==> config.mk <==
export PLATFORM = sky130hd
export DESIGN_NAME = uart_tx_buffer
export DESIGN_NICKNAME = d
export VERILOG_FILES = /design/src/rtl/uart_tx_buffer.sv
export SDC_FILE = /design/constraint.sdc
export NUM_CORES = 1
export LEC_CHECK = 0
export BUFFER_PORTS_ARGS = -buffer_cell sky130_fd_sc_hd__buf_4
export CAP_MARGIN = 20
export CORE_AREA = 2 2 114 116
export CTS_CLUSTER_DIAMETER = 30
export CTS_CLUSTER_SIZE = 16
export DETAILED_ROUTE_END_ITERATION = 8
export DIE_AREA = 0 0 116 118
export HOLD_SLACK_MARGIN = 0.06
export PLACE_DENSITY = 0.78
export SETUP_SLACK_MARGIN = 0.15
export SLEW_MARGIN = 20
export SYNTH_ARGS = -nofsm -noshare
export SYNTH_HDL_FRONTEND = slang
export SYNTH_SLANG_ARGS = --single-unit
==> constraint.sdc <==
create_clock -name clk -period 4.1 [get_ports clk]
set_input_delay 0.205 -clock clk [delete_from_list [all_inputs] [get_ports clk]]
set_output_delay 0.205 -clock clk [all_outputs]
set_load 0.05 [all_outputs]
==> src/rtl/uart_tx_buffer.sv <==
`default_nettype none
// ============================================================================
// Module   : uart_tx_buffer
// Purpose  : Byte FIFO plus drain state machine that sits between the MMIO
//            to_host write decode and the UARTTX serializer. The processor
//            pushes bytes without polling per character. The drain FSM pops
//            one byte at a time and hands it to UARTTX with a one-cycle
//            write strobe.
// Revision : 1.0 - initial release
//
// Parameters:
//   DEPTH_LOG - log2 of the FIFO depth (1..7)
//   GUARD     - number of cycles after tx_we during which tx_ready is
//               ignored, which covers the READY fall latency of UARTTX (1..15)
//
// Optional build macro:
//   UART_TX_CRLF_EN - when defined, a popped LF (8'h0A) is sent as CR then LF.
//
// Ports:
//   clk      in   1  system clock
//   rst      in   1  synchronous active-high reset
//   wr_en    in   1  push request (MMIO to_host store)
//   wr_data  in   8  byte to push
//   clr_ovf  in   1  clears the overflow flag and the drop counter
//   full     out  1  FIFO holds 2^DEPTH_LOG entries
//   empty    out  1  FIFO holds no entries
//   status   out 32  MMIO read word:
//                    [0]=!full [1]=empty [2]=overflow [3]=busy
//                    [15:8]=count [31:16]=drop_cnt, all other bits 0
//   tx_data  out  8  byte for UARTTX DATA
//   tx_we    out  1  one-cycle write strobe for UARTTX WE
//   tx_ready in   1  UARTTX READY
// ============================================================================
module uart_tx_buffer #(
    parameter int DEPTH_LOG = 4,
    parameter int GUARD     = 2
) (
    input  logic        clk,
    input  logic        rst,
    input  logic        wr_en,
    input  logic [7:0]  wr_data,
    input  logic        clr_ovf,
    output logic        full,
    output logic        empty,
    output logic [31:0] status,
    output logic [7:0]  tx_data,
    output logic        tx_we,
    input  logic        tx_ready
);

    localparam int                 c_DEPTH      = 1 << DEPTH_LOG;
    localparam logic [DEPTH_LOG:0] c_FULL_CNT   = (DEPTH_LOG + 1)'(c_DEPTH);
    localparam logic [DEPTH_LOG:0] c_CNT_ONE    = (DEPTH_LOG + 1)'(1);
    localparam logic [DEPTH_LOG-1:0] c_PTR_ONE  = DEPTH_LOG'(1);
    localparam logic [3:0]         c_GUARD_LOAD = 4'(GUARD - 1);
    localparam logic [15:0]        c_DROP_MAX   = 16'hFFFF;
    localparam logic [7:0]         c_CR         = 8'h0D;
    localparam logic [7:0]         c_LF         = 8'h0A;

    typedef enum logic [1:0] {
        S_IDLE       = 2'd0,
        S_GUARD_WAIT = 2'd1,
`ifdef UART_TX_CRLF_EN
        S_WAIT_RDY   = 2'd2,
        S_LF_PEND    = 2'd3
`else
        S_WAIT_RDY   = 2'd2
`endif
    } state_t;

    // ------------------------------------------------------------------------
    // State
    // ------------------------------------------------------------------------
    logic [7:0]           mem_q [c_DEPTH];
    logic [DEPTH_LOG-1:0] wr_ptr_q,    wr_ptr_d;
    logic [DEPTH_LOG-1:0] rd_ptr_q,    rd_ptr_d;
    logic [DEPTH_LOG:0]   count_q,     count_d;
    logic                 overflow_q,  overflow_d;
    logic [15:0]          drop_cnt_q,  drop_cnt_d;
    state_t               state_q,     state_d;
    logic [3:0]           guard_cnt_q, guard_cnt_d;
    logic [7:0]           tx_data_q,   tx_data_d;
    logic                 tx_we_q,     tx_we_d;
`ifdef UART_TX_CRLF_EN
    logic                 lf_pend_q,   lf_pend_d;
`endif

    logic       w_pop;
    logic       w_push;
    logic       w_drop;
    logic [7:0] w_head;

    // Flags decode straight from the count register so nothing on an input
    // can reach an output combinationally.
    assign full   = (count_q == c_FULL_CNT);
    assign empty  = (count_q == '0);
    assign w_head = mem_q[rd_ptr_q];

    // ------------------------------------------------------------------------
    // Drain FSM: next state and outputs
    // ------------------------------------------------------------------------
    always_comb begin
        state_d     = state_q;
        guard_cnt_d = guard_cnt_q;
        tx_data_d   = tx_data_q;
        tx_we_d     = 1'b0;
        w_pop       = 1'b0;
`ifdef UART_TX_CRLF_EN
        lf_pend_d   = lf_pend_q;
`endif

        case (state_q)
            S_IDLE: begin
                if (!empty && tx_ready) begin
                    w_pop       = 1'b1;
                    tx_we_d     = 1'b1;
                    tx_data_d   = w_head;
                    guard_cnt_d = c_GUARD_LOAD;
                    state_d     = S_GUARD_WAIT;
`ifdef UART_TX_CRLF_EN
                    // LF goes out as CR first; the LF itself is replayed from
                    // the pending flag without a second pop.
                    if (w_head == c_LF) begin
                        tx_data_d = c_CR;
                        lf_pend_d = 1'b1;
                    end
`endif
                end
            end

            S_GUARD_WAIT: begin
                // tx_ready is stale right after a strobe; wait it out.
                if (guard_cnt_q == '0) begin
                    state_d = S_WAIT_RDY;
                end else begin
                    guard_cnt_d = guard_cnt_q - 4'd1;
                end
            end

            S_WAIT_RDY: begin
                if (tx_ready) begin
`ifdef UART_TX_CRLF_EN
                    state_d = lf_pend_q ? S_LF_PEND : S_IDLE;
`else
                    state_d = S_IDLE;
`endif
                end
            end

`ifdef UART_TX_CRLF_EN
            S_LF_PEND: begin
                // READY was already seen in WAIT_RDY, so send immediately.
                tx_we_d     = 1'b1;
                tx_data_d   = c_LF;
                lf_pend_d   = 1'b0;
                guard_cnt_d = c_GUARD_LOAD;
                state_d     = S_GUARD_WAIT;
            end
`endif

            default: begin
                state_d = S_IDLE;
            end
        endcase
    end

    // ------------------------------------------------------------------------
    // FIFO bookkeeping and diagnostics
    // ------------------------------------------------------------------------
    always_comb begin
        // A pop in the same cycle frees a slot, so a full FIFO still accepts.
        w_push     = wr_en && (!full || w_pop);
        w_drop     = wr_en && full && !w_pop;

        wr_ptr_d   = w_push ? (wr_ptr_q + c_PTR_ONE) : wr_ptr_q;
        rd_ptr_d   = w_pop  ? (rd_ptr_q + c_PTR_ONE) : rd_ptr_q;

        count_d    = count_q;
        if (w_push && !w_pop) begin
            count_d = count_q + c_CNT_ONE;
        end else if (!w_push && w_pop) begin
            count_d = count_q - c_CNT_ONE;
        end

        overflow_d = overflow_q;
        drop_cnt_d = drop_cnt_q;
        // The clear takes priority over a drop in the same cycle.
        if (clr_ovf) begin
            overflow_d = 1'b0;
            drop_cnt_d = '0;
        end else if (w_drop) begin
            overflow_d = 1'b1;
            if (drop_cnt_q != c_DROP_MAX) begin
                drop_cnt_d = drop_cnt_q + 16'd1;
            end
        end
    end

    // ------------------------------------------------------------------------
    // Registers
    // ------------------------------------------------------------------------
    always_ff @(posedge clk) begin
        if (rst) begin
            wr_ptr_q    <= '0;
            rd_ptr_q    <= '0;
            count_q     <= '0;
            overflow_q  <= 1'b0;
            drop_cnt_q  <= '0;
            state_q     <= S_IDLE;
            guard_cnt_q <= '0;
            tx_data_q   <= 8'h00;
            tx_we_q     <= 1'b0;
`ifdef UART_TX_CRLF_EN
            lf_pend_q   <= 1'b0;
`endif
        end else begin
            wr_ptr_q    <= wr_ptr_d;
            rd_ptr_q    <= rd_ptr_d;
            count_q     <= count_d;
            overflow_q  <= overflow_d;
            drop_cnt_q  <= drop_cnt_d;
            state_q     <= state_d;
            guard_cnt_q <= guard_cnt_d;
            tx_data_q   <= tx_data_d;
            tx_we_q     <= tx_we_d;
`ifdef UART_TX_CRLF_EN
            lf_pend_q   <= lf_pend_d;
`endif
        end
    end

    // Storage array needs no reset: validity is tracked by the pointers.
    always_ff @(posedge clk) begin
        if (!rst && w_push) begin
            mem_q[wr_ptr_q] <= wr_data;
        end
    end

    // ------------------------------------------------------------------------
    // Outputs
    // ------------------------------------------------------------------------
    assign tx_data = tx_data_q;
    assign tx_we   = tx_we_q;
    assign status  = {drop_cnt_q,
                      8'(count_q),
                      4'b0000,
                      (state_q != S_IDLE),
                      overflow_q,
                      empty,
                      !full};

endmodule
`default_nettype wire

==> run_results.csv, run 1 <==
group,metric,value,unit
run_status,status,"completed",
drt,drt_iter0_markers,277,
timing,finalWorstSetupSlack,0.836,ns
logic_synthesis,ys_seq_area_frac,0.663,
power_and_ir_drop,power.switching,0.00148,W
cells_and_area,multiInputGateArea,0.00222,mm2
cells_and_area,num-fill-cells,868,
critical_path,endpoint_kind,"flop",
timing,skew,0.00710,ns
drt,wl,13600,um
critical_path,rr_startpoint,"state_q[1]$_SDFFE_PP0P_",
timing,period_share,0.796,
critical_path,critPathLaunchType,"flop",
critical_path,r2r_end,"count_q[4]$_SDFFE_PP0P_",
clock_network,clk_path_buf_depth,2,
timing,finalHoldViolCount,0,
clock_network,cts_sinks,173,
timing,fin_tns_setup,0,ns
cells_and_area,final_core_util,0.667,
logic_synthesis,avgSynthCellArea,15.0,um2
clock_network,clk_pin_slew,0.07,ns
clock_network,h-tree-depth,4,
timing,grt_setup_unrepaired,"no",
timing,period_needed,3.26,ns
clock_network,post_cts_buffers,0,
logic_synthesis,syn_area,0.00716,mm2
drt,viasPerCell,5.81,
power_and_ir_drop,p_per_area,604,mW/mm2
clock_network,cts_resized,0,
grt,grt_pass1_vias,4224,
logic_synthesis,ys_warn_count,0,
floorplan,die_w,116,um
drt,first_pass_iters,4,
floorplan,rows,41,
cells_and_area,nNetsFinal,548,
job,maxCapViolCount,0,
power_and_ir_drop,vdd_drop_max,0.319,mV
drt,drc_errors,0,
critical_path,crit_arrival,3.59,ns
cells_and_area,antenna_cells,0,
logic_synthesis,async_flop_share,0,
floorplan,io_pins,56,
timing,slew_violations,0,
cells_and_area,final_area,0.00828,mm2
place,dp_hpwl,8610,um
logic_synthesis,synth_edf_count,128,
critical_path,worst-path-max-fanout,8,
grt,antenna_found_initial,0,
critical_path,r2r_cells,11,
grt,grt.overflow.total,0,
cells_and_area,drive_above_1_share,0.245,
power_and_ir_drop,comb_power_share,0.232,
timing,slew_headroom,0.358,
cells_and_area,area_growth,15.6,%
worst_hold_path,hold_path_end,"mem_q[2][0]$_DFFE_PP_",
power_and_ir_drop,p_total,0.00500,W
timing,setup_violations,0,
place,gp_congestion,0.823,
drt,drtAntennaViolNets,0,
clock_network,cts_hold_buffers,0,
drt,wire_per_inst,19.2,um
place,place_area,0.00763,mm2
power_and_ir_drop,p_clk_frac,0.349,
floorplan,core_region_area,0.0124,mm2
logic_synthesis,netlist_instances,477,
clock_network,cts-root-buf,"clkbuf_16",
timing,max_freq,306,MHz
grt,grt_max_degree,33,
drt,vias,4102,
grt,track_usage,0.215,
worst_hold_path,hold_depth,1,
critical_path,r2r_slack,0.84,ns
floorplan,die_area,0.0137,mm2
cells_and_area,seq_area,0.00475,mm2
worst_hold_path,hold_path.startpoint,"wr_data[0]",
critical_path,crit_required,4.42,ns
logic_synthesis,synth_cell_type_count,51,
clock_network,cts_tree,"built",
power_and_ir_drop,p_leak,2.81,nW
critical_path,crit_type,"flop to flop",
power_and_ir_drop,p_seq_frac,0.419,
timing,worst_pin_slew,0.959,ns
clock_network,clkLatencyLatePin,0.43,ns
power_and_ir_drop,p_sw_frac,0.297,
floorplan,die_y,118,um
logic_synthesis,synth_ff_type,"edfxtp_1",
worst_hold_path,hold_path_class,"primary input to flop",
logic_synthesis,synth_seq_cells,173,
grt,grt_first_pass_wirelength,22000,um
place,place_ws,0.918,ns
power_and_ir_drop,intPower,0.00352,W
clock_network,cts_buffers,17,
floorplan,start_util,0.577,
place,numPortBuffers,48,
area by class of cell:
class,count,share of cell area
clock buffers,17,0.0514
inverters,13,0.00590
clock inverters,15,0.0265
repair buffers,54,0.0490
multi-input cells,262,0.268
flip-flops and latches,173,0.573
well taps,172,0.0260
state kept, by name, indices dropped and copies added (netlist names), 2 cells and up:
signal,count
mem_q,128
drop_cnt_q,16
tx_data,8
count_q,5
guard_cnt_q,4
rd_ptr_q,4
wr_ptr_q,4
state_q,2
critical path, cell delays in order, from the launching register on:
cell	delay, ns
dfxtp_1	0.34
or3b_1	0.52
a21oi_2	0.35
inv_1	0.12
ha_1	0.27
inv_1	0.14
ha_1	0.26
nor2b_1	0.15
o21a_1	0.18
or3_1	0.30
a21oi_1	0.16
mux2_2	0.34
cell families after synthesis:
logic type / count (synthesis) / synth area share
AOI/OAI and AO/OA: 62 / 0.0607
xor gates and xnor gates: 24 / 0.0294
adders and majority gates: 14 / 0.0255
buffers and inverters: 48 / 0.0315
DFF: 173 / 0.663
muxes: 35 / 0.105
other: 1 / 0.000524
and+or+nand+nor: 120 / 0.0846
cell usage in the layout, fill, tap and decap left out, types with 3 or more instances in the layout:
cell	synthesis	final
a211oi_1	6	6
a21oi_1	25	25
a22oi_1	16	16
and3_1	3	3
and4_1	4	4
buf_4	9	54
bufinv_16	0	5
clkbuf_16	0	17
clkinv_4	0	3
conb_1	1	7
dfxtp_1	45	44
edfxtp_1	128	128
ha_1	13	13
inv_1	13	13
mux4_2	32	32
nand2_1	15	15
nand3_1	4	4
nand4_1	6	6
nor2_1	59	59
nor2b_1	3	3
nor3_1	9	8
xnor2_1	11	11
xor2_1	13	13
power groups by stage:
stage | logic, W | registers (W) | clock network [W]
2_1_floorplan | 0.000792 | 0.00222 | 0
6_report | 0.00116 | 0.00210 | 0.00175
5_1_grt | 0.00125 | 0.00212 | 0.00183
3_5_place_dp | 0.00115 | 0.00214 | 0
3_3_place_gp | 0.00113 | 0.00213 | 0
4_1_cts | 0.00116 | 0.00210 | 0.00177
routing by layer:
metal	global-route usage	vias up	wire length, um
met5	0	-	0
met1	0.275	2083	5600
met4	0.0826	0	252
met3	0.0566	23	721
li1	-	1879	-
met2	0.353	117	6980
synth_stat cells (2+ instances only):
master / n / area, um2
a21oi_1: 25 / 125
dfxtp_1: 45 / 901
and2_1: 2 / 12.5
buf_2: 8 / 40.0
nand2_1: 15 / 56.3
nand3_1: 4 / 20.0
clkbuf_1: 12 / 45.0
o211ai_1: 2 / 15.0
mux2i_1: 2 / 20.0
nor2_1: 59 / 221
buf_1: 5 / 18.8
mux4_2: 32 / 721
a22oi_1: 16 / 120
ha_1: 13 / 163
and3_1: 3 / 18.8
and4_1: 4 / 35.0
a2111oi_2: 2 / 30.0
buf_4: 9 / 67.6
nor2b_1: 3 / 18.8
xnor2_1: 11 / 96.3
or2_2: 2 / 12.5
a31oi_1: 2 / 12.5
nor3b_1: 2 / 15.0
nand2b_1: 2 / 12.5
a211oi_1: 6 / 45.0
edfxtp_1: 128 / 3840
nor3_1: 9 / 45.0
inv_1: 13 / 48.8
xor2_1: 13 / 114
nand4_1: 6 / 37.5
o2111ai_1: 2 / 17.5
through the flow:
step	hold WS (ns)	instances
3_5_place_dp	0.473	674
3_3_place_gp	0.462	674
4_1_cts	0.0685	706
5_1_grt	0.0872	706
2_1_floorplan	0.304	483
6_report	0.0773	706
worst max path at each step:
stage	startpoint	end	slack [ns]	cells after the start
after floorplan	count_q[4]$_SDFFE_PP0P_	count_q[4]$_SDFFE_PP0P_	0.83	12
after global placement	state_q[1]$_SDFFE_PP0P_	count_q[4]$_SDFFE_PP0P_	1.00	11
after detailed placement	state_q[1]$_SDFFE_PP0P_	count_q[4]$_SDFFE_PP0P_	0.92	11
after CTS	state_q[1]$_SDFFE_PP0P_	count_q[4]$_SDFFE_PP0P_	0.88	11
after global routing	state_q[1]$_SDFFE_PP0P_	count_q[4]$_SDFFE_PP0P_	0.63	11
final	state_q[1]$_SDFFE_PP0P_	count_q[4]$_SDFFE_PP0P_	0.84	11
Note: power is estimated with default switching activity, not from simulation.
==> inputs of run 2 (changes only) <==
--- a/config.mk
+++ b/config.mk
@@ -7,13 +7,13 @@
 export LEC_CHECK = 0
 export BUFFER_PORTS_ARGS = -buffer_cell sky130_fd_sc_hd__buf_4
 export CAP_MARGIN = 20
-export CORE_AREA = 2 2 114 116
+export CORE_AREA = 2 2 119 121
 export CTS_CLUSTER_DIAMETER = 30
 export CTS_CLUSTER_SIZE = 16
 export DETAILED_ROUTE_END_ITERATION = 8
-export DIE_AREA = 0 0 116 118
+export DIE_AREA = 0 0 121 123
 export HOLD_SLACK_MARGIN = 0.06
-export PLACE_DENSITY = 0.78
+export PLACE_DENSITY = 0.75
 export SETUP_SLACK_MARGIN = 0.15
 export SLEW_MARGIN = 20
 export SYNTH_ARGS = -nofsm -noshare
==> constraint.sdc (replaced) <==
create_clock -name clk -period 2.7 [get_ports clk]
set_input_delay 0.135 -clock clk [delete_from_list [all_inputs] [get_ports clk]]
set_output_delay 0.135 -clock clk [all_outputs]
set_load 0.05 [all_outputs]
==> run_results.csv, run 2 (synthesis results as in run 1) <==
group,metric,value,unit
critical_path,crit_type,"flop to flop",
grt,grt_max_degree,35,
grt,track_usage,0.200,
clock_network,cts-root-buf,"clkbuf_16",
timing,period_share,0.976,
floorplan,rows,43,
worst_hold_path,hold_path_class,"primary input to flop",
job,maxCapViolCount,0,
grt,grt.overflow.total,0,
drt,wl,13900,um
clock_network,cts_sinks,173,
grt,grt_pass1_vias,4037,
cells_and_area,num-fill-cells,978,
critical_path,worst-path-max-fanout,4,
critical_path,crit_buf_inv,2,
floorplan,start_util,0.526,
cells_and_area,drive_above_1_share,0.293,
timing,finalHoldViolCount,0,
floorplan,die_y,123,um
timing,skew,0.0106,ns
clock_network,cts_buffers,17,
power_and_ir_drop,vdd_drop_max,0.723,mV
cells_and_area,largest_register_ffs,128,
floorplan,die_area,0.0149,mm2
drt,drtAntennaViolNets,0,
timing,slew_violations,0,
power_and_ir_drop,p_total,0.00754,W
critical_path,endpoint_kind,"flop",
power_and_ir_drop,p_leak,2.93,nW
timing,max_freq,380,MHz
critical_path,crit_top_cell,"ha_4",
drt,wire_per_inst,18.6,um
timing,slew_headroom,0.540,
grt,grt_first_pass_wirelength,21700,um
grt,antenna_found_initial,0,
run_status,status,"completed",
cells_and_area,final_cell_mix,"edfxtp_1, buf_4, nor2_1",
critical_path,crit_arrival,2.94,ns
critical_path,crit_family,"simple AND/OR/NAND/NOR gates",
critical_path,crit_required,3.01,ns
place,gp_congestion,0.789,
drt,first_pass_iters,5,
cells_and_area,seq_area,0.00476,mm2
cells_and_area,multiInputGateArea,0.00226,mm2
critical_path,path_cells,"or3b_4, a21oi_4, inv_2, ha_4, inv_4, ha_4, nor2b_1, o21a_1, or3_4, a21oi_2, mux2_4",
timing,finalWorstSetupSlack,0.0654,ns
place,place_ws,-0.0336,ns
timing,grt_setup_unrepaired,"yes",
cells_and_area,layout.cells.non_filler,744,
drt,drt_iter0_markers,348,
critical_path,cp_slowest_cell,"or3b_4",
cells_and_area,top_register,"mem_q",
floorplan,die_w,121,um
clock_network,h-tree-depth,4,
clock_network,clk_pin_slew,0.06,ns
drt,drc_errors,0,
drt,viasPerCell,5.58,
clock_network,clkLatencyLatePin,0.43,ns
place,numPortBuffers,48,
critical_path,critPathMaxStageDelay,0.44,ns
power_and_ir_drop,p_per_area,883,mW/mm2
cells_and_area,nNetsFinal,578,
cells_and_area,layout.cells.most_common,"edfxtp_1",
place,dp_hpwl,8860,um
cells_and_area,area_growth,19.4,%
clock_network,clk_path_buf_depth,2,
floorplan,io_pins,56,
clock_network,cts_tree,"built",
critical_path,critPathLaunchType,"flop",
timing,setup_violations,0,
drt,vias,4151,
cells_and_area,antenna_cells,0,
place,place_inst,702,
timing,period_needed,2.63,ns
timing,worst_pin_slew,0.688,ns
floorplan,core_region_area,0.0136,mm2
run 2: worst reg2reg max path: stages, from the launching register on:
cell and delay [ns]:
dfxtp_2 0.32, or3b_4 0.44, a21oi_4 0.15, inv_2 0.07, ha_4 0.18, inv_4 0.08, ha_4 0.19, nor2b_1 0.12
o21a_1 0.18, or3_4 0.33, a21oi_2 0.17, mux2_4 0.31
run 2: per-stage QoR:
| step | hold slack [ns] | util | setup TNS [ns] | instance area (um2) |
|---|---|---|---|---|
| finish | 0.0786 | 0.628 | 0 | 8540 |
| global route | 0.0739 | 0.628 | -0.00756 | 8540 |
| CTS | 0.0633 | 0.627 | 0 | 8530 |
| detailed placement | 0.443 | 0.576 | -0.0336 | 7850 |
| global placement | 0.438 | 0.576 | 0 | 7850 |
| floorplan | 0.234 | - | -0.119 | 7240 |
run 2: final cells by class:
type                            instances  area share
Timing Repair Buffer                   84      0.0776
Tap cell                              180      0.0264
Inverter                               13     0.00600
Clock inverter                         14      0.0186
Multi-Input combinational cell        262       0.264
Clock buffer                           18      0.0502
Sequential cell                       173       0.557
run 2: routing by layer:
metal,share of wire,vias to the layer above,GRT usage
li1,-,1942,-
met2,0.52,146,0.335
met3,0.075,9,0.0563
met4,0.0074,0,0.0647
met1,0.40,2054,0.254
met5,0,-,0
run 2: power by group:
group / total [W] / leakage [nW] / internal (W) / switching, W
Sequential: 0.00312 / 1.52 / 0.00299 / 0.000120
Combinational: 0.00203 / 1.13 / 0.000855 / 0.00118
Clock: 0.00240 / 0.283 / 0.00138 / 0.00102
Total: 0.00754 / 2.93 / 0.00523 / 0.00231
run 2: repair_timing:
item | in CTS | in global routing
endpoints found under the setup margin | 1 | 1
hold endpoints to repair | 128 | 0
hold buffers | 8 | 0
gates resized for setup | 2 | 3
pin swaps | 3 | 2
setup buffers | 2 | 0
run 2: path summary, 6_finish.rpt:
path	startpoint	endpoint	slack, ns	depth (start not counted)
max reg2reg	state_q[1]$_SDFFE_PP0P_	count_q[4]$_SDFFE_PP0P_	0.07	11
min	tx_ready	state_q[1]$_SDFFE_PP0P_	0.08	4
max	state_q[1]$_SDFFE_PP0P_	count_q[4]$_SDFFE_PP0P_	0.07	11
min reg2reg	overflow_q$_SDFFE_PP0P_	overflow_q$_SDFFE_PP0P_	0.49	2
==> inputs of run 3 (changes only) <==
--- a/config.mk
+++ b/config.mk
@@ -7,11 +7,11 @@
 export LEC_CHECK = 0
 export BUFFER_PORTS_ARGS = -buffer_cell sky130_fd_sc_hd__buf_4
 export CAP_MARGIN = 20
-export CORE_AREA = 2 2 119 121
+export CORE_AREA = 2 2 91 158
 export CTS_CLUSTER_DIAMETER = 30
 export CTS_CLUSTER_SIZE = 16
 export DETAILED_ROUTE_END_ITERATION = 8
-export DIE_AREA = 0 0 121 123
+export DIE_AREA = 0 0 93 160
 export HOLD_SLACK_MARGIN = 0.06
 export PLACE_DENSITY = 0.75
 export SETUP_SLACK_MARGIN = 0.15
==> run_results.csv, run 3 (synthesis results as in run 1) <==
group,metric,value,unit
clock_network,cts-root-buf,"clkbuf_16",
cells_and_area,num-fill-cells,1016,
run_status,status,"completed",
timing,max_freq,380,MHz
cells_and_area,nNetsFinal,578,
cells_and_area,drive_above_1_share,0.293,
power_and_ir_drop,vdd_drop_max,0.490,mV
place,numPortBuffers,48,
drt,drc_errors,0,
worst_hold_path,hold_path_class,"primary input to flop",
cells_and_area,layout.cells.most_common,"edfxtp_1",
timing,period_needed,2.63,ns
power_and_ir_drop,p_per_area,886,mW/mm2
clock_network,cts_tree,"built",
place,place_inst,699,
clock_network,cts_buffers,17,
critical_path,crit_required,3.01,ns
cells_and_area,antenna_cells,0,
power_and_ir_drop,p_leak,2.93,nW
drt,wire_per_inst,19.3,um
place,place_area,0.00784,mm2
drt,wl,14300,um
drt,viasPerCell,5.63,
floorplan,start_util,0.523,
timing,hold_slack,0.0742,ns
clock_network,cts_sinks,173,
floorplan,core_region_area,0.0137,mm2
drt,first_pass_iters,4,
timing,skew,0.00775,ns
cells_and_area,final_cell_mix,"edfxtp_1, buf_4, nor2_1",
cells_and_area,final_core_util,0.623,
clock_network,h-tree-depth,4,
critical_path,cp_slowest_cell,"or3b_4",
drt,drtAntennaViolNets,0,
timing,slew_violations,0,
floorplan,rows,57,
timing,finalHoldViolCount,0,
job,maxCapViolCount,0,
cells_and_area,layout.cells.non_filler,741,
critical_path,crit_top_cell,"ha_4",
drt,drt_iter0_markers,263,
clock_network,clk_pin_slew,0.07,ns
grt,track_usage,0.204,
cells_and_area,top_register,"mem_q",
grt,antenna_found_initial,0,
critical_path,r2r_slack,0.07,ns
timing,setup_violations,0,
cells_and_area,multiInputGateArea,0.00225,mm2
cells_and_area,area_growth,19.2,%
cells_and_area,seq_area,0.00476,mm2
timing,fin_tns_setup,0,ns
floorplan,die_w,93,um
critical_path,path_cells,"or3b_4, a31oi_4, ha_4, inv_4, ha_4, nor2b_1, o21a_1, or3_1, a21oi_2, mux2_4",
drt,vias,4171,
timing,slew_headroom,0.506,
grt,grt_pass1_vias,4377,
cells_and_area,final_area,0.00853,mm2
floorplan,io_pins,56,
place,dp_hpwl,9900,um
critical_path,critPathMaxStageDelay,0.44,ns
clock_network,clk_path_buf_depth,2,
grt,grt_max_degree,35,
place,gp_congestion,0.854,
critical_path,critPathLaunchType,"flop",
timing,period_share,0.975,
cells_and_area,largest_register_ffs,128,
critical_path,endpoint_kind,"flop",
timing,grt_setup_unrepaired,"yes",
floorplan,die_area,0.0149,mm2
critical_path,crit_arrival,2.94,ns
critical_path,worst-path-max-fanout,4,
timing,worst_pin_slew,0.739,ns
floorplan,die_y,160,um
grt,grt_first_pass_wirelength,22900,um
clock_network,clkLatencyLatePin,0.42,ns
grt,grt.overflow.total,0,
critical_path,crit_type,"flop to flop",
## run 3: metrics by stage
| stage | worst slack (ns) | total power, W |
|---|---|---|
| floorplan | -0.119 | 0.00463 |
| global placement | 0.0103 | 0.00509 |
| detailed placement | -0.0477 | 0.00517 |
| CTS | 0.0713 | 0.00761 |
| global route | 0.00695 | 0.00788 |
| finish | 0.0685 | 0.00756 |
## run 3: what timing repair did
item,in CTS,in global routing
hold buffers,8,0
endpoints found under the setup margin,1,1
pin swaps,3,1
gates resized for setup,2,2
buffers inserted,2,0
hold endpoints to repair,128,0
## run 3: path summary, 6_finish.rpt
check / start / to / cells past startpoint
max: state_q[1]$_SDFFE_PP0P_ / count_q[4]$_SDFFE_PP0P_ / 10
min: tx_ready / state_q[1]$_SDFFE_PP0P_ / 4
max reg2reg: state_q[1]$_SDFFE_PP0P_ / count_q[4]$_SDFFE_PP0P_ / 10
min reg2reg: overflow_q$_SDFFE_PP0P_ / overflow_q$_SDFFE_PP0P_ / 2
## run 3: where the power goes
group / total [W] / leakage [nW] / switching (W) / internal [W]
registers: 0.00315 / 1.52 / 0.000155 / 0.00299
logic: 0.00201 / 1.13 / 0.00116 / 0.000848
clock network: 0.00241 / 0.279 / 0.00103 / 0.00138
total: 0.00756 / 2.93 / 0.00234 / 0.00522
## run 3: critical path: cells and delay by family, from the launching register on
kind / cells / cell delay (ns)
AO/OA/AOI/OAI: 3 / 0.55
buffers and inverters: 1 / 0.05
adder cells (fa/ha/maj): 2 / 0.41
multiplexers: 1 / 0.31
AND/OR/NAND/NOR: 3 / 0.88
flip-flops: 1 / 0.32
## run 3: layer usage
metal	routed length [um]	vias to the layer above	track usage
li1	-	1938	-
met1	5080	2089	0.218
met2	8280	117	0.380
met3	510	27	0.0396
met4	457	0	0.0916
met5	0	-	0
## run 3: layout make-up
type	count	area share
clock inverter	14	0.0185
inverter	13	0.00601
multi-input combinational	262	0.264
clock buffer	18	0.0503
timing repair buffer	84	0.0777
sequential	173	0.558
tap	177	0.0259
